File: src/rtl/ps2_pkg.sv
// ps2_pkg: shared PS/2 command/response codes, sequencer states, fail codes and step indices
package ps2_pkg;
   localparam logic [7:0] CMD_RESET         = 8'hFF;
   localparam logic [7:0] CMD_SET_TYPEMATIC = 8'hF3;
   localparam logic [7:0] CMD_SET_LED       = 8'hED;
   localparam logic [7:0] CMD_ENABLE        = 8'hF4;
   localparam logic [7:0] RSP_ACK           = 8'hFA;
   localparam logic [7:0] RSP_RESEND        = 8'hFE;
   localparam logic [7:0] RSP_BAT_OK        = 8'hAA;
   localparam logic [7:0] RSP_BAT_FAIL      = 8'hFC;
   localparam logic [7:0] BREAK_PREFIX      = 8'hF0;
   localparam logic [7:0] KEY_SPACE         = 8'h29;
   typedef enum logic [2:0] {IDLE, SEND, WAIT_SENT, WAIT_ACK, WAIT_BAT, READY, FAIL} state_e;
   localparam logic [2:0] FC_NONE   = 3'd0;
   localparam logic [2:0] FC_TX_ERR = 3'd1;
   localparam logic [2:0] FC_ACK_TO = 3'd2;
   localparam logic [2:0] FC_RETRY  = 3'd3;
   localparam logic [2:0] FC_BAT    = 3'd4;
   localparam logic [2:0] STEP_RESET         = 3'd0;
   localparam logic [2:0] STEP_TYPEMATIC_CMD = 3'd1;
   localparam logic [2:0] STEP_TYPEMATIC_VAL = 3'd2;
   localparam logic [2:0] STEP_LED_CMD       = 3'd3;
   localparam logic [2:0] STEP_LED_VAL       = 3'd4;
   localparam logic [2:0] STEP_ENABLE        = 3'd5;
endpackage

File: src/rtl/ps2_resp_timer.sv
// ps2_resp_timer: clearable saturating timeout counter with terminal-count flag
module ps2_resp_timer #(
   parameter int W = 8
) (
   input  logic         inclock,
   input  logic         resetn,
   input  logic         clr_i,
   input  logic         en_i,
   input  logic [W-1:0] limit_i,
   output logic         tc_o
);
   logic [W-1:0] cnt_q, cnt_d;
   assign tc_o = cnt_q == limit_i;
   // next count: clear wins, otherwise count up and hold at the terminal value
   always_comb cnt_d = clr_i ? '0 : (en_i && !tc_o) ? cnt_q + 1'b1 : cnt_q;
   // counter register
   always_ff @(posedge inclock) cnt_q <= !resetn ? '0 : cnt_d;
endmodule

File: src/rtl/ps2_kbd_config_seq.sv
// ps2_kbd_config_seq: PS/2 keyboard reset/config sequencer with LED updates and byte forwarding; PS2_HOTPLUG_REINIT_EN re-inits on 0xAA in READY
module ps2_kbd_config_seq
   import ps2_pkg::*;
#(
   parameter bit          AUTO_INIT   = 1'b1,
   parameter logic [7:0]  TYPEMATIC   = 8'h20,
   parameter int          ACK_TIMEOUT = 1_000_000,
   parameter int          BAT_TIMEOUT = 50_000_000,
   parameter int          MAX_RETRIES = 3
) (
   input  logic       inclock,
   input  logic       resetn,
   input  logic       start,
   input  logic       led_req,
   input  logic [2:0] led_val,
   output logic [7:0] the_command,
   output logic       send_command,
   input  logic       command_was_sent,
   input  logic       error_communication_timed_out,
   input  logic [7:0] received_data,
   input  logic       received_data_en,
   output logic [7:0] pass_data,
   output logic       pass_data_en,
   output logic       busy,
   output logic       ready,
   output logic       fail,
   output logic [2:0] fail_code
);
   localparam int TW = $clog2(BAT_TIMEOUT + 1);
   localparam int RW = $clog2(MAX_RETRIES + 1);
   localparam logic [TW-1:0] ACK_LIM = TW'(ACK_TIMEOUT - 1);
   localparam logic [TW-1:0] BAT_LIM = TW'(BAT_TIMEOUT - 1);
   localparam logic [RW-1:0] RETRY_LIM = RW'(MAX_RETRIES);
   state_e        state_q, state_d;
   logic [2:0]    step_q, step_d, led_q, led_d, fail_code_q, fail_code_d;
   logic [RW-1:0] retry_q, retry_d;
   logic [7:0]    cmd_q, cmd_d, pass_q, pass_d, rom_byte;
   logic          led_mode_q, led_mode_d, send_q, send_d, pass_en_q, pass_en_d;
   logic          tc, last_step, hotplug, rx_ack, rx_resend;
   assign rom_byte = step_q == STEP_RESET ? CMD_RESET :
                     step_q == STEP_TYPEMATIC_CMD ? CMD_SET_TYPEMATIC :
                     step_q == STEP_TYPEMATIC_VAL ? TYPEMATIC :
                     step_q == STEP_LED_CMD ? CMD_SET_LED :
                     step_q == STEP_LED_VAL ? {5'b0, led_q} : CMD_ENABLE;
   // the LED-update list is the ED/LED tail of the init list, ending one step early
   assign last_step = step_q == (led_mode_q ? STEP_LED_VAL : STEP_ENABLE);
   assign rx_ack    = received_data_en && received_data == RSP_ACK;
   assign rx_resend = received_data_en && received_data == RSP_RESEND;
`ifdef PS2_HOTPLUG_REINIT_EN
   assign hotplug = received_data_en && received_data == RSP_BAT_OK;
`else
   assign hotplug = 1'b0;
`endif
   assign the_command  = cmd_q;
   assign send_command = send_q;
   assign pass_data    = pass_q;
   assign pass_data_en = pass_en_q;
   assign busy         = state_q inside {SEND, WAIT_SENT, WAIT_ACK, WAIT_BAT};
   assign ready        = state_q == READY;
   assign fail         = state_q == FAIL;
   assign fail_code    = fail_code_q;
   // timer restarts on every state change and runs only while awaiting a response
   ps2_resp_timer #(.W(TW)) u_timer (
      .inclock (inclock),
      .resetn  (resetn),
      .clr_i   (state_d != state_q),
      .en_i    (state_q == WAIT_ACK || state_q == WAIT_BAT),
      .limit_i (state_q == WAIT_BAT ? BAT_LIM : ACK_LIM),
      .tc_o    (tc)
   );
   // next-state and output decode
   always_comb begin
      state_d     = state_q;
      step_d      = step_q;
      retry_d     = retry_q;
      led_d       = led_q;
      led_mode_d  = led_mode_q;
      cmd_d       = cmd_q;
      send_d      = send_q;
      pass_d      = pass_q;
      pass_en_d   = 1'b0;
      fail_code_d = fail_code_q;
      case (state_q)
         IDLE: if (AUTO_INIT || start) begin
            state_d = SEND;
            step_d  = STEP_RESET;
         end
         SEND: begin
            cmd_d   = rom_byte;
            send_d  = 1'b1;
            state_d = WAIT_SENT;
         end
         WAIT_SENT: if (error_communication_timed_out) begin
            send_d      = 1'b0;
            state_d     = FAIL;
            fail_code_d = FC_TX_ERR;
         end else if (command_was_sent) begin
            send_d  = 1'b0;
            state_d = WAIT_ACK;
         end
         WAIT_ACK: if (rx_ack) begin
            retry_d = '0;
            if (step_q == STEP_RESET) state_d = WAIT_BAT;
            else if (last_step) state_d = READY;
            else begin
               state_d = SEND;
               step_d  = step_q + 3'd1;
            end
         end else if (rx_resend) begin
            if (retry_q < RETRY_LIM) begin
               retry_d = retry_q + 1'b1;
               state_d = SEND;
            end else begin
               state_d     = FAIL;
               fail_code_d = FC_RETRY;
            end
         end else if (tc) begin
            state_d     = FAIL;
            fail_code_d = FC_ACK_TO;
         end
         WAIT_BAT: if (received_data_en && received_data == RSP_BAT_OK) begin
            state_d = SEND;
            step_d  = step_q + 3'd1;
         end else if ((received_data_en && received_data == RSP_BAT_FAIL) || tc) begin
            state_d     = FAIL;
            fail_code_d = FC_BAT;
         end
         READY: begin
            pass_en_d = received_data_en && !hotplug;
            if (pass_en_d) pass_d = received_data;
            if (led_req) led_d = led_val;
            if (start || hotplug) begin
               state_d    = SEND;
               step_d     = start ? STEP_RESET : STEP_TYPEMATIC_CMD;
               led_mode_d = 1'b0;
            end else if (led_req) begin
               state_d    = SEND;
               step_d     = STEP_LED_CMD;
               led_mode_d = 1'b1;
            end
         end
         FAIL: begin
            retry_d = '0;
            if (start) begin
               state_d     = SEND;
               step_d      = STEP_RESET;
               led_mode_d  = 1'b0;
               fail_code_d = FC_NONE;
            end
         end
         default: state_d = IDLE;
      endcase
   end
   // state and output registers
   always_ff @(posedge inclock) begin
      if (!resetn) begin
         state_q     <= IDLE;
         step_q      <= STEP_RESET;
         retry_q     <= '0;
         led_q       <= '0;
         led_mode_q  <= 1'b0;
         cmd_q       <= '0;
         send_q      <= 1'b0;
         pass_q      <= '0;
         pass_en_q   <= 1'b0;
         fail_code_q <= FC_NONE;
      end else begin
         state_q     <= state_d;
         step_q      <= step_d;
         retry_q     <= retry_d;
         led_q       <= led_d;
         led_mode_q  <= led_mode_d;
         cmd_q       <= cmd_d;
         send_q      <= send_d;
         pass_q      <= pass_d;
         pass_en_q   <= pass_en_d;
         fail_code_q <= fail_code_d;
      end
   end
endmodule

File: config.mk
export PLATFORM = sky130hd
export DESIGN_NAME = ps2_kbd_config_seq
export DESIGN_NICKNAME = d
export VERILOG_FILES = /design/src/rtl/ps2_pkg.sv /design/src/rtl/ps2_resp_timer.sv /design/src/rtl/ps2_kbd_config_seq.sv
export SDC_FILE = /design/constraint.sdc
export NUM_CORES = 1
export LEC_CHECK = 0
export ABC_AREA = 0
export CORE_ASPECT_RATIO = 1.25
export CORE_MARGIN = 4
export CORE_UTILIZATION = 50
export CTS_CLUSTER_DIAMETER = 60
export DETAILED_ROUTE_END_ITERATION = 7
export PLACE_DENSITY = 0.79
export SETUP_SLACK_MARGIN = 0.4
export SLEW_MARGIN = 20
export SYNTH_ARGS = -nofsm -noshare
export SYNTH_HDL_FRONTEND = slang
export SYNTH_SLANG_ARGS = --single-unit
File: constraint.sdc
create_clock -name inclock -period 2.2 [get_ports inclock]
set_input_delay 0.22 -clock inclock [delete_from_list [all_inputs] [get_ports inclock]]
set_output_delay 0.22 -clock inclock [all_outputs]
set_load 0.02 [all_outputs]
==> results of run 1 <==
## timing repair
item                                    CTS  global route
buffers inserted                         19             4
endpoints found under the setup margin   38            41
pin swaps                                 8            14
resized for setup                        57            38
gates cloned                              1             0
## synth_stat cells, types with 6 or more instances
library cell	instances	share of area, %
sky130_fd_sc_hd__o21ai_0	19	2.8
sky130_fd_sc_hd__inv_1	12	1.3
sky130_fd_sc_hd__a21oi_1	25	3.7
sky130_fd_sc_hd__clkbuf_1	12	1.3
sky130_fd_sc_hd__buf_2	7	1.0
sky130_fd_sc_hd__nor2_1	26	2.9
sky130_fd_sc_hd__nand3_1	20	3.0
sky130_fd_sc_hd__dfxtp_1	58	34
sky130_fd_sc_hd__nor3_2	20	5.9
sky130_fd_sc_hd__and4_1	6	1.6
sky130_fd_sc_hd__xnor2_1	21	5.4
sky130_fd_sc_hd__a211oi_1	6	1.3
sky130_fd_sc_hd__ha_1	7	2.6
sky130_fd_sc_hd__nand2_1	52	5.8
sky130_fd_sc_hd__nor3_1	13	1.9
sky130_fd_sc_hd__nor4_1	7	1.3
## layout make-up
type	instances	area [um^2]
Clock inverter	7	125
Inverter	13	52.6
Multi-Input combinational cell	307	2210
Sequential cell	58	1170
Tap cell	87	109
Clock buffer	9	124
Timing Repair Buffer	135	1150
Fill cell	426	1620
## per-layer routing
layer  track usage (%)  vias up
met5                 0        -
met4              19.2        0
met3              6.01       87
met2              46.7      187
met1              26.4     1822
li1                  -     1713
## cell usage in the layout, fill, tap and decap left out, types with 4 or more instances in the layout
| cell | n |
|---|---|
| sky130_fd_sc_hd__dfxtp_1 | 53 |
| sky130_fd_sc_hd__buf_2 | 4 |
| sky130_fd_sc_hd__nor3_2 | 21 |
| sky130_fd_sc_hd__nand3_2 | 4 |
| sky130_fd_sc_hd__nor3_1 | 11 |
| sky130_fd_sc_hd__o211ai_1 | 5 |
| sky130_fd_sc_hd__xnor2_1 | 21 |
| sky130_fd_sc_hd__clkdlybuf4s50_1 | 29 |
| sky130_fd_sc_hd__a21oi_1 | 24 |
| sky130_fd_sc_hd__and3_1 | 4 |
| sky130_fd_sc_hd__nand3_1 | 16 |
| sky130_fd_sc_hd__buf_6 | 13 |
| sky130_fd_sc_hd__clkbuf_8 | 9 |
| sky130_fd_sc_hd__nand2_1 | 51 |
| sky130_fd_sc_hd__ha_1 | 6 |
| sky130_fd_sc_hd__nor2_1 | 23 |
| sky130_fd_sc_hd__o21ai_0 | 16 |
| sky130_fd_sc_hd__and4_1 | 6 |
| sky130_fd_sc_hd__mux2i_1 | 5 |
| sky130_fd_sc_hd__nand4_1 | 5 |
| sky130_fd_sc_hd__buf_4 | 80 |
| sky130_fd_sc_hd__nor4_1 | 7 |
| sky130_fd_sc_hd__inv_1 | 11 |
| sky130_fd_sc_hd__nor4b_1 | 4 |
## worst min-delay path, stage by stage
cell                       delay, ns
sky130_fd_sc_hd__clkbuf_2       0.11
sky130_fd_sc_hd__nand2_1        0.06
sky130_fd_sc_hd__a21oi_1        0.05
## worst max path at each step
stage,to,slack (ns),cells past startpoint
detailed placement,u_timer.cnt_q[19],-0.46,9
finish,u_timer.cnt_q[24],-0.11,8
floorplan,u_timer.cnt_q[12],0.05,9
CTS,u_timer.cnt_q[19],-0.08,7
global route,u_timer.cnt_q[15],-0.18,7
global placement,u_timer.cnt_q[25],-0.38,9
## state kept, by name (all words and copies together) (netlist names)
register       flops
retry_q            2
pass_data_en       1
fail_code          3
pass_data          8
led_q              3
send_command       1
step_q             3
the_command        7
led_mode_q         1
state_q            3
u_timer.cnt_q     26
## where the power goes
| part | switching, mW | total, mW | leakage [nW] | internal [mW] |
|---|---|---|---|---|
| clock network | 0.479 | 1.24 | 0.124 | 0.761 |
| registers | 0.0396 | 1.15 | 0.473 | 1.11 |
| logic | 0.583 | 1.01 | 1.20 | 0.427 |
## per-stage QoR
stage | util [%] | area (um^2) | power (mW) | hold slack [ns] | instances
global placement | 65.9 | 4320 | 2.01 | 0.439 | 576
floorplan | - | 3420 | 1.72 | 0.356 | 403
global route | 75.3 | 4950 | 3.53 | 0.156 | 616
detailed placement | 65.9 | 4320 | 2.03 | 0.447 | 576
finish | 75.3 | 4950 | 3.40 | 0.141 | 616
CTS | 73.0 | 4790 | 3.31 | 0.219 | 612
## kinds of logic (layout without fill, tap and decap cells)
kind of cell / count (synthesis) / in the layout / share of synthesized area [%]
xor+xnor: 23 / 23 / 5.95
buf+inv: 38 / 164 / 5.69
fa+ha+maj: 7 / 7 / 2.59
mux: 6 / 6 / 2.14
flops: 58 / 58 / 34.3
simple gates: 187 / 187 / 32.8
compound gates: 84 / 84 / 16.5
==> run summary, run 1 <==
The run gives 0.00829 ns as the maximum clock skew at final layout. After floorplanning, the core was sized to cover 6570 um^2. Synthesis handed over a netlist of 403 instances. The number of maximum-capacitance violations came out at 0. The tree is rooted in a sky130_fd_sc_hd__clkbuf_8.

The run gives -0.110 ns as the post-layout worst setup margin. Counting every sink on the clock net gives 58. A synthesized cell averages 8.40 um^2. The number of clock buffers added by TritonCTS is 9. For the pin with the worst max-slew slack, the measured transition is 0.746 ns. Path category of the worst min-delay check: primary input to flop.

Summed over all nets, wire length on met3 after detailed routing comes to 675 um. Leakage power of the design: 1.80 nW. For the via count of the routed design, the log shows 3809.

For hold timing, the worst endpoint is pass_data[4]. The number of cells on the worst reg-to-reg path is 8. The die covers 8160 um^2. In this run the tightest slew margin relative to its limit is 50.2%.

The detailed-route vias per instance is 6.18, and the portion of the post-synthesis area used by sequential elements is 34.3%. Summed over all layers, the global routing overflow is 0. STA classifies the critical path endpoint as a flop. The checks that failed: negative setup slack. The logs give 0 for the final number of hold-violating endpoints and 0 for the number of warnings printed during yosys synthesis. The worst setup path is launched from a flop. Timing would allow up to 0.433 GHz. The synthesized netlist occupies a cell area of 3390 um^2. For the diode insertion count for antenna repair, the log shows 0. On the critical path the largest part of the delay comes from simple AND/OR/NAND/NOR gates. The buffers plus inverters on the worst setup path is 2, and the maximum number of pins on one net before global-route repair is 27. In this run the count of I/O pins placed on the die edge is 42. The worst-skew pair later-pin latency was 0.35 ns; the routed metal-1 wirelength was 4200 um. The run gives 11400 um as the total routed wirelength.

The first global-routing pass estimated 16700 um of wire. Data on the critical path arrives at its endpoint at 2.54 ns. The chip width was 81.6 um.

Setup repair after global routing could not meet its margin everywhere. Reg-to-reg critical path endpoint: u_timer.cnt_q[24]. The area overhead of the layout relative to synthesis is 46.1%. The register bit total from synthesis was 58; the number of DRC violations after detailed-routing iteration 0 was 439. The run finished, with violations left. In the detailed route, the total length drawn on met2 is 5660 um. The signal on the critical path passes through or4_4 > buf_6 > nor3_4 > a31oi_2 > o311a_1 > mux2i_4 > buf_12 > nor3_2. Data on the critical path is required at its endpoint by 2.43 ns. The number of max-slew violations in the final report is 0, and the largest incremental delay on the critical path is 0.57 ns. The count of hold buffers inserted by post-cts repair is 0, and the clock period minus worst slack is 2.31 ns. Across the VDD grid, the largest voltage drop is 0.603 mV. In the routed design, unresolved DRC markers number 0.

The post-route netlist has 35.2% of its cells at a drive strength greater than 1. Setup violations remaining at the end of the flow were counted as 29. At the end of routability-driven placement, the weighted congestion stood at 0.964.

The tools report the initial standard-cell utilization of the core as 51.6%. The via count of the first global-routing pass is 3721, and the proportion of register bits with asynchronous set or reset after synthesis is 0%. Counting along the longest clock path gives a buffer depth of 2. For this run, the detailed router's first-pass iteration total came to 5.

The net total in the final layout is 549. The worst hold path was traced through 3 stages. The wire length per cell came out at 18.5 um.

Synthesis instantiated 66 different standard cells from the library. The uppermost metal layer occupied by signal nets was met4. The detail route stage leaves a number of antenna-violating nets equal to 0. Buffers placed on the I/O ports in this run total 41. By startpoint and endpoint, the worst setup path is classified as flop to flop. In the synthesized netlist the dominant register cell turns out to be sky130_fd_sc_hd__dfxtp_1. In the global route stage, overall resource usage came out at 26.4%. Power spread over the standard cell area amounts to 687 nW/um^2.

The clock tree synthesis step divided the H-tree into 3 levels. TritonCTS built the clock tree. The worst register-to-register path begins at u_timer.cnt_q[25]. The launch point of the worst path is u_timer.cnt_q[25].

The initial antenna violation count is 0. The HPWL after detailed placement is 6930 um. Dividing the final minimum period by the clock period gives 105%. OpenSTA, run right after detailed placement, puts the worst setup slack at -0.458 ns.

Total negative setup slack: -2.60 ns. In this run, synthesis inferred 0 flip-flops with an integrated enable. Row generation in the floorplan step produced 33 rows. The post-synthesis net count was 428. Internal reg-to-reg setup slack: -0.11 ns. The critical hold path startpoint is received_data[4]. Slowest stage cell on the critical path: sky130_fd_sc_hd__or4_4.

Die boundary height: 100 um. Clock-pin slew reported for the worst setup and hold paths after clock tree synthesis: 0.07 ns. Of all nets on the critical path, the largest fanout is 26.
(Power assumes the default switching activity.)
==> inputs of run 2 (changes only) <==
--- a/config.mk
+++ b/config.mk
@@ -13,7 +13,7 @@
 export DETAILED_ROUTE_END_ITERATION = 7
 export PLACE_DENSITY = 0.79
 export SETUP_SLACK_MARGIN = 0.4
-export SLEW_MARGIN = 20
+export SLEW_MARGIN = 0
 export SYNTH_ARGS = -nofsm -noshare
 export SYNTH_HDL_FRONTEND = slang
 export SYNTH_SLANG_ARGS = --single-unit
==> results of run 2 <==
Final layout, timing and power as in run 1 (identical DEF).
